`config.mk`:
```
export PLATFORM = sky130hd
export DESIGN_NAME = mem_port_arbiter
export DESIGN_NICKNAME = d
export VERILOG_FILES = /design/src/rtl/mem_port_arbiter.sv
export SDC_FILE = /design/constraint.sdc
export NUM_CORES = 1
export LEC_CHECK = 0
export ABC_AREA = 1
export CORE_AREA = 2 2 671 673
export DETAILED_ROUTE_END_ITERATION = 8
export DIE_AREA = 0 0 673 675
export PLACE_DENSITY_LB_ADDON = 0.15
export SKIP_CTS_REPAIR_TIMING = 1
export SYNTH_ARGS = -nofsm -noshare
export SYNTH_HDL_FRONTEND = slang
export SYNTH_SLANG_ARGS = --single-unit
```
`constraint.sdc`:
```
create_clock -name clk -period 4.4 [get_ports clk]
set_input_delay 0.88 -clock clk [delete_from_list [all_inputs] [get_ports clk]]
set_output_delay 0.88 -clock clk [all_outputs]
set_load 0.02 [all_outputs]
```
`src/rtl/mem_port_arbiter.sv`:
```
// mem_port_arbiter: shares one main-memory port between two masters.
//   requester 0 = cache controller line-fill/write-through path
//   requester 1 = MMU page-table walker
// Round-robin, non-preemptive, one transaction outstanding. A grant is
// serialised onto the memory request pulse / ready handshake. The response
// goes back only to the granted requester. All outputs are registered.
//
// Ports:
//   clk, rst_n                  clock, async active-low reset
//   rN_addr/rN_wdata            requester N byte address / write word
//   rN_read_req/rN_write_req    requester N request levels (write wins)
//   rN_rdata/rN_ready           requester N read line / completion pulse
//   mem_addr/mem_wdata          memory address / write word (held through WAIT)
//   mem_read_req/mem_write_req  one-cycle memory request pulses
//   mem_rdata/mem_ready         memory read line / completion pulse
//   busy                        high whenever the FSM is not IDLE
//   grant_id                    current or last granted requester
//   err                         timeout pulse, issued together with the ready
//
// Optional feature macro: MEM_ARB_TIMEOUT_EN. When defined, a WAIT watchdog
// of TIMEOUT_CYCLES cycles completes the transaction with err = 1. When
// undefined, err is constant 0 and WAIT lasts until mem_ready arrives.
module mem_port_arbiter #(
  parameter int ADDR_W         = 32,
  parameter int WORD_W         = 32,
  parameter int LINE_W         = 512,
  parameter int TIMEOUT_CYCLES = 256
) (
  input  logic              clk,
  input  logic              rst_n,
  input  logic [ADDR_W-1:0] r0_addr,
  input  logic [WORD_W-1:0] r0_wdata,
  input  logic              r0_read_req,
  input  logic              r0_write_req,
  output logic [LINE_W-1:0] r0_rdata,
  output logic              r0_ready,
  input  logic [ADDR_W-1:0] r1_addr,
  input  logic [WORD_W-1:0] r1_wdata,
  input  logic              r1_read_req,
  input  logic              r1_write_req,
  output logic [LINE_W-1:0] r1_rdata,
  output logic              r1_ready,
  output logic [ADDR_W-1:0] mem_addr,
  output logic [WORD_W-1:0] mem_wdata,
  output logic              mem_read_req,
  output logic              mem_write_req,
  input  logic [LINE_W-1:0] mem_rdata,
  input  logic              mem_ready,
  output logic              busy,
  output logic              grant_id,
  output logic              err
);

  typedef enum logic [1:0] {IDLE, ISSUE, WAIT, RESP} state_t;

  state_t     state, state_nxt;
  logic [1:0] pend;
  logic       last_grant;
  logic       op_wr;       // latched op of the transaction in flight
  logic       sel, sel_wr;
  logic       do_grant, do_done, do_timeout;
  logic       to_hit;

  assign pend = {r1_read_req | r1_write_req, r0_read_req | r0_write_req};

`ifdef MEM_ARB_TIMEOUT_EN
  localparam int CNT_W = $clog2(TIMEOUT_CYCLES + 1);
  logic [CNT_W-1:0] to_cnt;

  // Cleared while in ISSUE so it reads 0 on the first WAIT cycle; the
  // compare against T-1 makes RESP start after exactly T WAIT cycles.
  always_ff @(posedge clk or negedge rst_n) begin
    if (!rst_n)              to_cnt <= '0;
    else if (state == ISSUE) to_cnt <= '0;
    else if (state == WAIT)  to_cnt <= to_cnt + 1'b1;
  end

  assign to_hit = (state == WAIT) && (to_cnt == CNT_W'(TIMEOUT_CYCLES - 1));
`else
  assign to_hit = 1'b0;
`endif

  always_ff @(posedge clk or negedge rst_n) begin
    if (!rst_n) state <= IDLE;
    else        state <= state_nxt;
  end

  always_comb begin
    state_nxt  = state;
    sel        = 1'b0;
    sel_wr     = 1'b0;
    do_grant   = 1'b0;
    do_done    = 1'b0;
    do_timeout = 1'b0;
    case (state)
      IDLE: if (|pend) begin
        do_grant  = 1'b1;
        // tie goes to whoever did not win last time
        sel       = (&pend) ? ~last_grant : pend[1];
        sel_wr    = sel ? r1_write_req : r0_write_req;
        state_nxt = ISSUE;
      end
      ISSUE: state_nxt = WAIT;
      WAIT: begin
        if (mem_ready) begin
          do_done   = 1'b1;
          state_nxt = RESP;
        end else if (to_hit) begin
          do_timeout = 1'b1;
          state_nxt  = RESP;
        end
      end
      RESP:    state_nxt = IDLE;
      default: state_nxt = IDLE;
    endcase
  end

  // Output/datapath registers. Values are loaded one cycle ahead so that
  // the request pulse coincides with ISSUE and the ready with RESP.
  always_ff @(posedge clk or negedge rst_n) begin
    if (!rst_n) begin
      mem_addr      <= '0;
      mem_wdata     <= '0;
      mem_read_req  <= 1'b0;
      mem_write_req <= 1'b0;
      r0_rdata      <= '0;
      r1_rdata      <= '0;
      r0_ready      <= 1'b0;
      r1_ready      <= 1'b0;
      busy          <= 1'b0;
      grant_id      <= 1'b0;
      err           <= 1'b0;
      op_wr         <= 1'b0;
      last_grant    <= 1'b1;   // requester 0 wins the first tie
    end else begin
      mem_read_req  <= 1'b0;
      mem_write_req <= 1'b0;
      r0_ready      <= 1'b0;
      r1_ready      <= 1'b0;
      err           <= 1'b0;
      busy          <= (state_nxt != IDLE);
      if (do_grant) begin
        grant_id      <= sel;
        last_grant    <= sel;
        op_wr         <= sel_wr;
        mem_addr      <= sel ? r1_addr  : r0_addr;
        mem_wdata     <= sel ? r1_wdata : r0_wdata;
        mem_write_req <= sel_wr;
        mem_read_req  <= ~sel_wr;
      end
      if (do_done | do_timeout) begin
        r0_ready <= ~grant_id;
        r1_ready <= grant_id;
        err      <= do_timeout;
      end
      // line lands in the same cycle as the ready; writes and timeouts
      // leave the requester's last line untouched
      if (do_done && !op_wr) begin
        if (grant_id) r1_rdata <= mem_rdata;
        else          r0_rdata <= mem_rdata;
      end
    end
  end

endmodule

```
==> results of run 1 <==
## metrics by stage
| step | setup WS [ns] | power [W] | utilization, % |
|---|---|---|---|
| 2_1_floorplan | 2.54 | 0.0279 | - |
| 3_3_place_gp | 0.934 | 0.0456 | 14.9 |
| 3_5_place_dp | 0.958 | 0.0456 | 14.9 |
| 4_1_cts | 0.938 | 0.0597 | 16.1 |
| 5_1_grt | 1.08 | 0.0613 | 16.1 |
| 6_report | 1.24 | 0.0577 | 16.1 |
## state kept, by name (all words and copies together), names as in the netlist, 2 cells and up
| signal | cells |
|---|---|
| r0_rdata | 512 |
| r1_rdata | 512 |
| mem_addr | 32 |
| mem_wdata | 32 |
| state | 2 |
## cells by family after synthesis
| logic type | after synthesis | share of synthesized area [%] |
|---|---|---|
| AOI/OAI and AO/OA | 1030 | 12.1 |
| adders and majority gates | 3 | 0.0884 |
| buffers and inverters | 973 | 10.2 |
| DFF | 1098 | 64.7 |
| other | 1 | 0.00883 |
| and+or+nand+nor | 1429 | 12.8 |
## worst paths after layout
| kind | end | slack (ns) | depth (start not counted) |
|---|---|---|---|
| worst max-delay path | r0_rdata[426] | 1.24 | 1 |
| worst min-delay path | mem_wdata[13] | 0.48 | 2 |
| worst max register to register | r0_rdata[428] | 1.66 | 8 |
| worst min register to register | mem_wdata[13] | 0.48 | 2 |
| max in group asynchronous | r0_rdata[383] | 2.45 | 3 |
| min in group asynchronous | r1_rdata[441] | 0.68 | 2 |
## metal layers
layer / vias up / wire length [microns] / GRT usage (%)
li1: 17600 / - / -
met1: 18300 / 110000 / 13.6
met2: 1309 / 161000 / 24.1
met3: 299 / 25500 / 4.62
met4: 46 / 8080 / 3.47
met5: - / 286 / 0
## synthesized netlist by cell type
master and n:
buf_1 4, buf_2 40, buf_4 19, buf_6 75, clkbuf_1 124, conb_1 1
dfrtp_1 1097, dfstp_2 1, ha_1 3, inv_1 710, inv_2 1, nand2_1 1356
nand2_2 2, nand3_1 65, nor2_1 5, nor2_2 1, o211ai_1 1, o21ai_0 454
o21ai_1 575
## layout make-up
cell class                      count  area share [%]
Antenna cell                       22          0.0764
Clock buffer                      240            6.62
Clock inverter                     35           0.707
Inverter                          711            3.70
Multi-Input combinational cell   2463            14.8
Sequential cell                  1098            38.1
Tap cell                         5952            10.3
Timing Repair Buffer             1836            25.6
## power by group through the flow
stage	clock, W	sequential [W]	combinational [W]
3_3_place_gp	0	0.0179	0.0277
2_1_floorplan	0	0.0224	0.00551
5_1_grt	0.0144	0.0184	0.0286
3_5_place_dp	0	0.0180	0.0277
4_1_cts	0.0140	0.0179	0.0278
6_report	0.0134	0.0177	0.0266
==> summary.md, run 1 <==
| Metric | Value |
|---|---|
| Status | finished clean |
| Crit-path cells | clkdlybuf4s50_1 |
| Final clock skew | around 0.035 ns |
| CP max stage cell | clkdlybuf4s50_1 |
| LEAKAGE | about 33 nW |
| Rows | ~250 |
| Setup violators final | 0 |
| Die area | 454000 sq um |
| DRC | 0 |
| Max Freq | 317 MHz |
| Arr. time, crit path | around 2.3 ns |
| Slew @ Worst Pin | 0.938 ns |
| Deepest clock path buffer count | 4 |
| #FFs+latches synth | ~1100 |
| Vias per std cell | 3.04 |
| Via count | 37600 |
| Hpwl dp | 253 mm |
| Die height | 675 microns |
| Die width | slightly below 700 microns |
| TritonCTS Buffers | around 160 |
| Hold Vio Cnt, Final | 0 |
| Netlist cell types | 19 |
| Final WL | 305 mm |
| Htree depth | 4 |
| Critical path origin | r0_rdata[426] |
| Critical Path RT | approximately 3.5 ns |
| First-pass GRT wire length | around 390 mm |
| Core Area | 447000 sq um |
| DR pass1 iterations | 5 |
| Fraction of layout cells with a size suffix above 1 | 5.48% |
| Share of power burned in registers | 30.8% |
| WHS | 0.478 ns |
| Fin area | between 70000 and 80000 sq um |
| Clock root buffer | clkbuf_16 |
| Pins Over Slew Limit | 0 |
| Crit Path Class | flop to output port |
| Clock Pin Slew Worst Setup and Hold Paths | 0.06 ns |
| Total gr overflow | 0 |
| Fin crit share | around 72% |
| Post-synth top area share | between 60% and 70% |
| TritonCTS clock tree | done |
| Sw frac | between 40% and 50% |
| Post-route ant nets | 0 |
| VDD IR-drop max | about 0.3 mV |
| Synth area leaders | dfrtp_1 (65%), nand2_1 (12%), o21ai_1 (6.8%) |
| RSZ-0062 raised after global routing | no |
| Worst setup EP type | output port |
| Fin Setup TNS | 0 ns |
| Final cell count without fillers | roughly 12000 |
| Clk sinks | approximately 1100 |
| Crit path largest cell delay | 0.87 ns |
| Mean Syn Cell Area | 9.37 sq um |
| Cells after synthesis | around 4500 |
| Sequential Area | 27500 sq um |
| I/O pins | around 1700 |
| Routability Congestion | approximately 0.90 |
| Hold Path Class | flop to flop |
| Number of port buffers | 1740 |
| Slew headroom | about 37% |
| Max-Cap Viols | 0 |
| Placed Area | roughly 67000 sq um |
| DR iter-0 viols | 2010 |
| Min cycle time layout | between 3 and 4 ns |
| GRT Util Overall | between 10 and 15% |
| Net count, final | 6919 |
| Starting density of the core | about a tenth |
| Yosys top cell by area | dfrtp_1 |
| Vias in the first global route | 39000 |
| Fillers | between 50000 and 60000 |
| Reg2Reg Launch Point | state[0] |
| Switching power | 0.0247 W |
| Synthesized net count | between 5000 and 6000 |
| Worst-skew pair later-pin latency | ~0.83 ns |
| Top delay family on crit path | buffers and inverters |
| Most frequent cells in the layout | clkdlybuf4s50_1 (1731), nand2_1 (1355), dfrtp_1 (1097) |
| Min-delay src | mem_wdata[13] |
| Comb pwr share | approximately 46% |
| Crit start category | flop |
| Post-synthesis sequential area ratio | 64.7% |
| Area of the multi-input gates | between 10000 and 15000 sq um |
| WL per Instance | 24.6 microns |
| Layout area overhead | 69.7% |
| Worst Path Max Fanout | 2 |
| Buf/Inv on CP | 1 |
| Yosys warns | 0 |
| Largest net degree at the start of global routing | between 100 and 150 |
| Internal | 0.0330 W |
| Clock Power Share | between 20% and 30% |
| Most common cell after layout, fill and taps aside | clkdlybuf4s50_1 |
| Power Dens Cells | 801 nW/um^2 |
| Mapped cell area | roughly 42000 sq um |
| Antenna violations before repair | 50 |
| # placed instances | 12100 |
(Power assumes the default switching activity.)
==> inputs of run 2 (changes only) <==
--- a/config.mk
+++ b/config.mk
@@ -6,9 +6,9 @@
 export NUM_CORES = 1
 export LEC_CHECK = 0
 export ABC_AREA = 1
-export CORE_AREA = 2 2 671 673
+export CORE_AREA = 2 2 674 676
 export DETAILED_ROUTE_END_ITERATION = 8
-export DIE_AREA = 0 0 673 675
+export DIE_AREA = 0 0 676 678
 export PLACE_DENSITY_LB_ADDON = 0.15
 export SKIP_CTS_REPAIR_TIMING = 1
 export SYNTH_ARGS = -nofsm -noshare
==> constraint.sdc (replaced) <==
create_clock -name clk -period 2.6 [get_ports clk]
set_input_delay 0.52 -clock clk [delete_from_list [all_inputs] [get_ports clk]]
set_output_delay 0.52 -clock clk [all_outputs]
set_load 0.02 [all_outputs]
==> summary.md, run 2 (synthesis results as in run 1) <==
| Metric | Value |
|---|---|
| # placed instances | 12100 (+0.64%) |
| Crit start category | flop |
| Layout area overhead | 71.7% |
| Power Dens Cells | 1340 nW/um^2 (+68%) |
| Crit Path Class | flop to output port |
| Worst Path Max Fanout | 2 (unchanged) |
| Clock Pin Slew Worst Setup and Hold Paths | 0.05 ns (about the same) |
| Hpwl dp | 262 mm (+3.6%) |
| Final cell count without fillers | 12400 (+0.66%) |
| Fraction of layout cells with a size suffix above 1 | 7.28% (+1.8 points) |
| Biggest regs | r0_rdata (512), r1_rdata (512) |
| First-pass GRT wire length | 405 mm (+2.7%) |
| LEAKAGE | 35.4 nW (+8.1%) |
| Levels on crit path | 1 (unchanged) |
| Vias in the first global route | 39700 (+1.9%) |
| Met2 Use GR | 24.9% (+0.77 points) |
| R2r setup slk | 0.35 ns (-1.31 ns) |
| Setup violators final | 0 (unchanged) |
| Net count, final | 6972 (+0.77%) |
| Post-route ant nets | 0 (unchanged) |
| Hold Vio Cnt, Final | 0 (unchanged) |
| Antenna violations before repair | 56 (+12%) |
| Final clock skew | 0.0389 ns (+0.00345 ns) |
| Fin crit share | 96.2% |
| Clk sinks | 1098 (unchanged) |
| Most common cell after layout, fill and taps aside | clkdlybuf4s50_1 |
| Final core utilization | 16.2% (+0.046 points) |
| Worst R2R End | r0_rdata[69] |
| Min-delay src | mem_rdata[238] |
| Die width | 676 microns (+0.45%) |
| Rows | 247 (+0.41%) |
| I/O pins | 1742 (unchanged) |
| DR pass1 iterations | 5 (unchanged) |
| Critical Path RT | 2.08 ns (-1.44 ns) |
| GRT Util Overall | 13.2% (+0.27 points) |
| Most frequent cells in the layout | clkdlybuf4s50_1 (1485), nand2_1 (1355), dfrtp_1 (1094) |
| Die height | 678 microns (+0.44%) |
| TritonCTS Buffers | 159 (unchanged) |
| Arr. time, crit path | 1.98 ns (-0.30 ns) |
| Slew @ Worst Pin | 0.799 ns (-0.139 ns) |
| Worst-skew pair later-pin latency | 0.85 ns (+0.02 ns) |
| Crit-path cells | clkdlybuf4s50_1 |
| Reg2Reg Launch Point | state[0] |
| Total gr overflow | 0 (unchanged) |
| Crit path largest cell delay | 0.76 ns (-0.11 ns) |
| CP Capture Point | r1_rdata[351] |
| Final WL | 312 mm (+2.6%) |
| Top delay family on crit path | buffers and inverters |
| Max-Cap Viols | 0 (unchanged) |
| Fin Setup TNS | 0 ns (unchanged) |
| Largest net degree at the start of global routing | 119 (-1.7%) |
| Buf/Inv on CP | 1 (unchanged) |
| Worst Setup Slack, final | 0.0983 ns (-1.15 ns) |
| DR iter-0 viols | 1953 (-2.8%) |
| Met3 Resource Use GR | 5.42% (+0.80 points) |
| Pins Over Slew Limit | 0 (unchanged) |
| Worst setup EP type | output port |
| DRC | 0 (unchanged) |
| Number of cells on the worst hold path | 3 (+1) |
| Hold Path Class | primary input to flop |
| Status | finished clean |
| Gr busiest metal | met2 |
| WL per Instance | 25.1 microns (+1.9%) |
| Post-place setup slack | -0.0841 ns (-1.04 ns) |
| RSZ-0062 raised after global routing | no |
| Critical path origin | r1_rdata[351] |
| TritonCTS clock tree | done |
| R2R cell count | 9 (+1) |
| Vias per std cell | 3.05 (+0.28%) |
| Max Freq | approximately 400 MHz |
| Number of port buffers | 1740 (unchanged) |
| Clock root buffer | clkbuf_16 |
| Core Area | 451000 sq um (+0.89%) |
| Via count | 37900 (+0.94%) |
| Routability Congestion | 0.900 (+0.33%) |
| Grt met1 use | 13.4% (-0.15 points) |
| Min cycle time layout | ~2.5 ns |
| Die area | 458000 sq um (+0.89%) |
| Deepest clock path buffer count | 4 (unchanged) |
| VDD IR-drop max | 0.479 mV (+56%) |
| Slew headroom | 46.7% (+9.3 points) |
| CP max stage cell | clkdlybuf4s50_1 |
| Htree depth | 4 (unchanged) |
| Starting density of the core | 9.41% (-0.084 points) |
==> run 2: cell count changes in the layout (fill, tap and decap cells not counted), sizes merged, moves of 3 or more <==
cell           change
buf              +119
bufinv             -5
clkinv             +9
inv                +5
clkdlybuf4s50    -246
dlymetal6s2s     +180
clkbuf             -3
==> run 2: worst min path at each step <==
stage / slack, ns / endpoint
final: 0.23 / r1_rdata[238]
after floorplan: 0.22 / busy
after global routing: 0.16 / r1_rdata[136]
after detailed placement: 0.46 / mem_addr[8]
after CTS: -0.48 / r1_rdata[319]
after global placement: 0.47 / mem_addr[8]
==> run 2: layout make-up <==
| cell class | count | area, sq um |
|---|---|---|
| Inverter | 711 | 2670 |
| Timing Repair Buffer | 1889 | 19400 |
| Tap cell | 5976 | 7480 |
| Fill cell | 50900 | 378000 |
| Sequential cell | 1098 | 27500 |
| Clock inverter | 42 | 487 |
| Clock buffer | 237 | 4630 |
| Antenna cell | 22 | 55.1 |
| Multi-Input combinational cell | 2463 | 10700 |
==> run 2: report_power, final <==
part / internal [W] / switching (W)
sequential: 0.0247 / 0.00500
clock: 0.0130 / 0.00900
combinational: 0.0174 / 0.0287
total: 0.0551 / 0.0427
==> run 2: worst register-to-register path: stages, from the launching register on <==
cell     delay, ns
dfrtp_1       0.37
inv_1         0.09
ha_1          0.23
nand2_1       0.13
nor2_2        0.04
buf_4         0.16
nand2_8       0.08
buf_12        0.25
buf_4         0.57
o21ai_0       0.18
==> run 2: per-layer routing <==
metal  wire length (microns)  part of all wire, %
met5                     245                0.078
met4                    8120                  2.6
met3                   29900                  9.6
met2                  164000                   53
met1                  110000                   35
==> run 2: through the flow <==
step	hold WS [ns]	power, W	area (sq um)
2_1_floorplan	0.224	0.0473	42500
3_3_place_gp	0.466	0.0782	67300
3_5_place_dp	0.464	0.0781	67300
4_1_cts	-0.483	0.101	72400
5_1_grt	0.159	0.104	72800
6_report	0.228	0.0978	72900
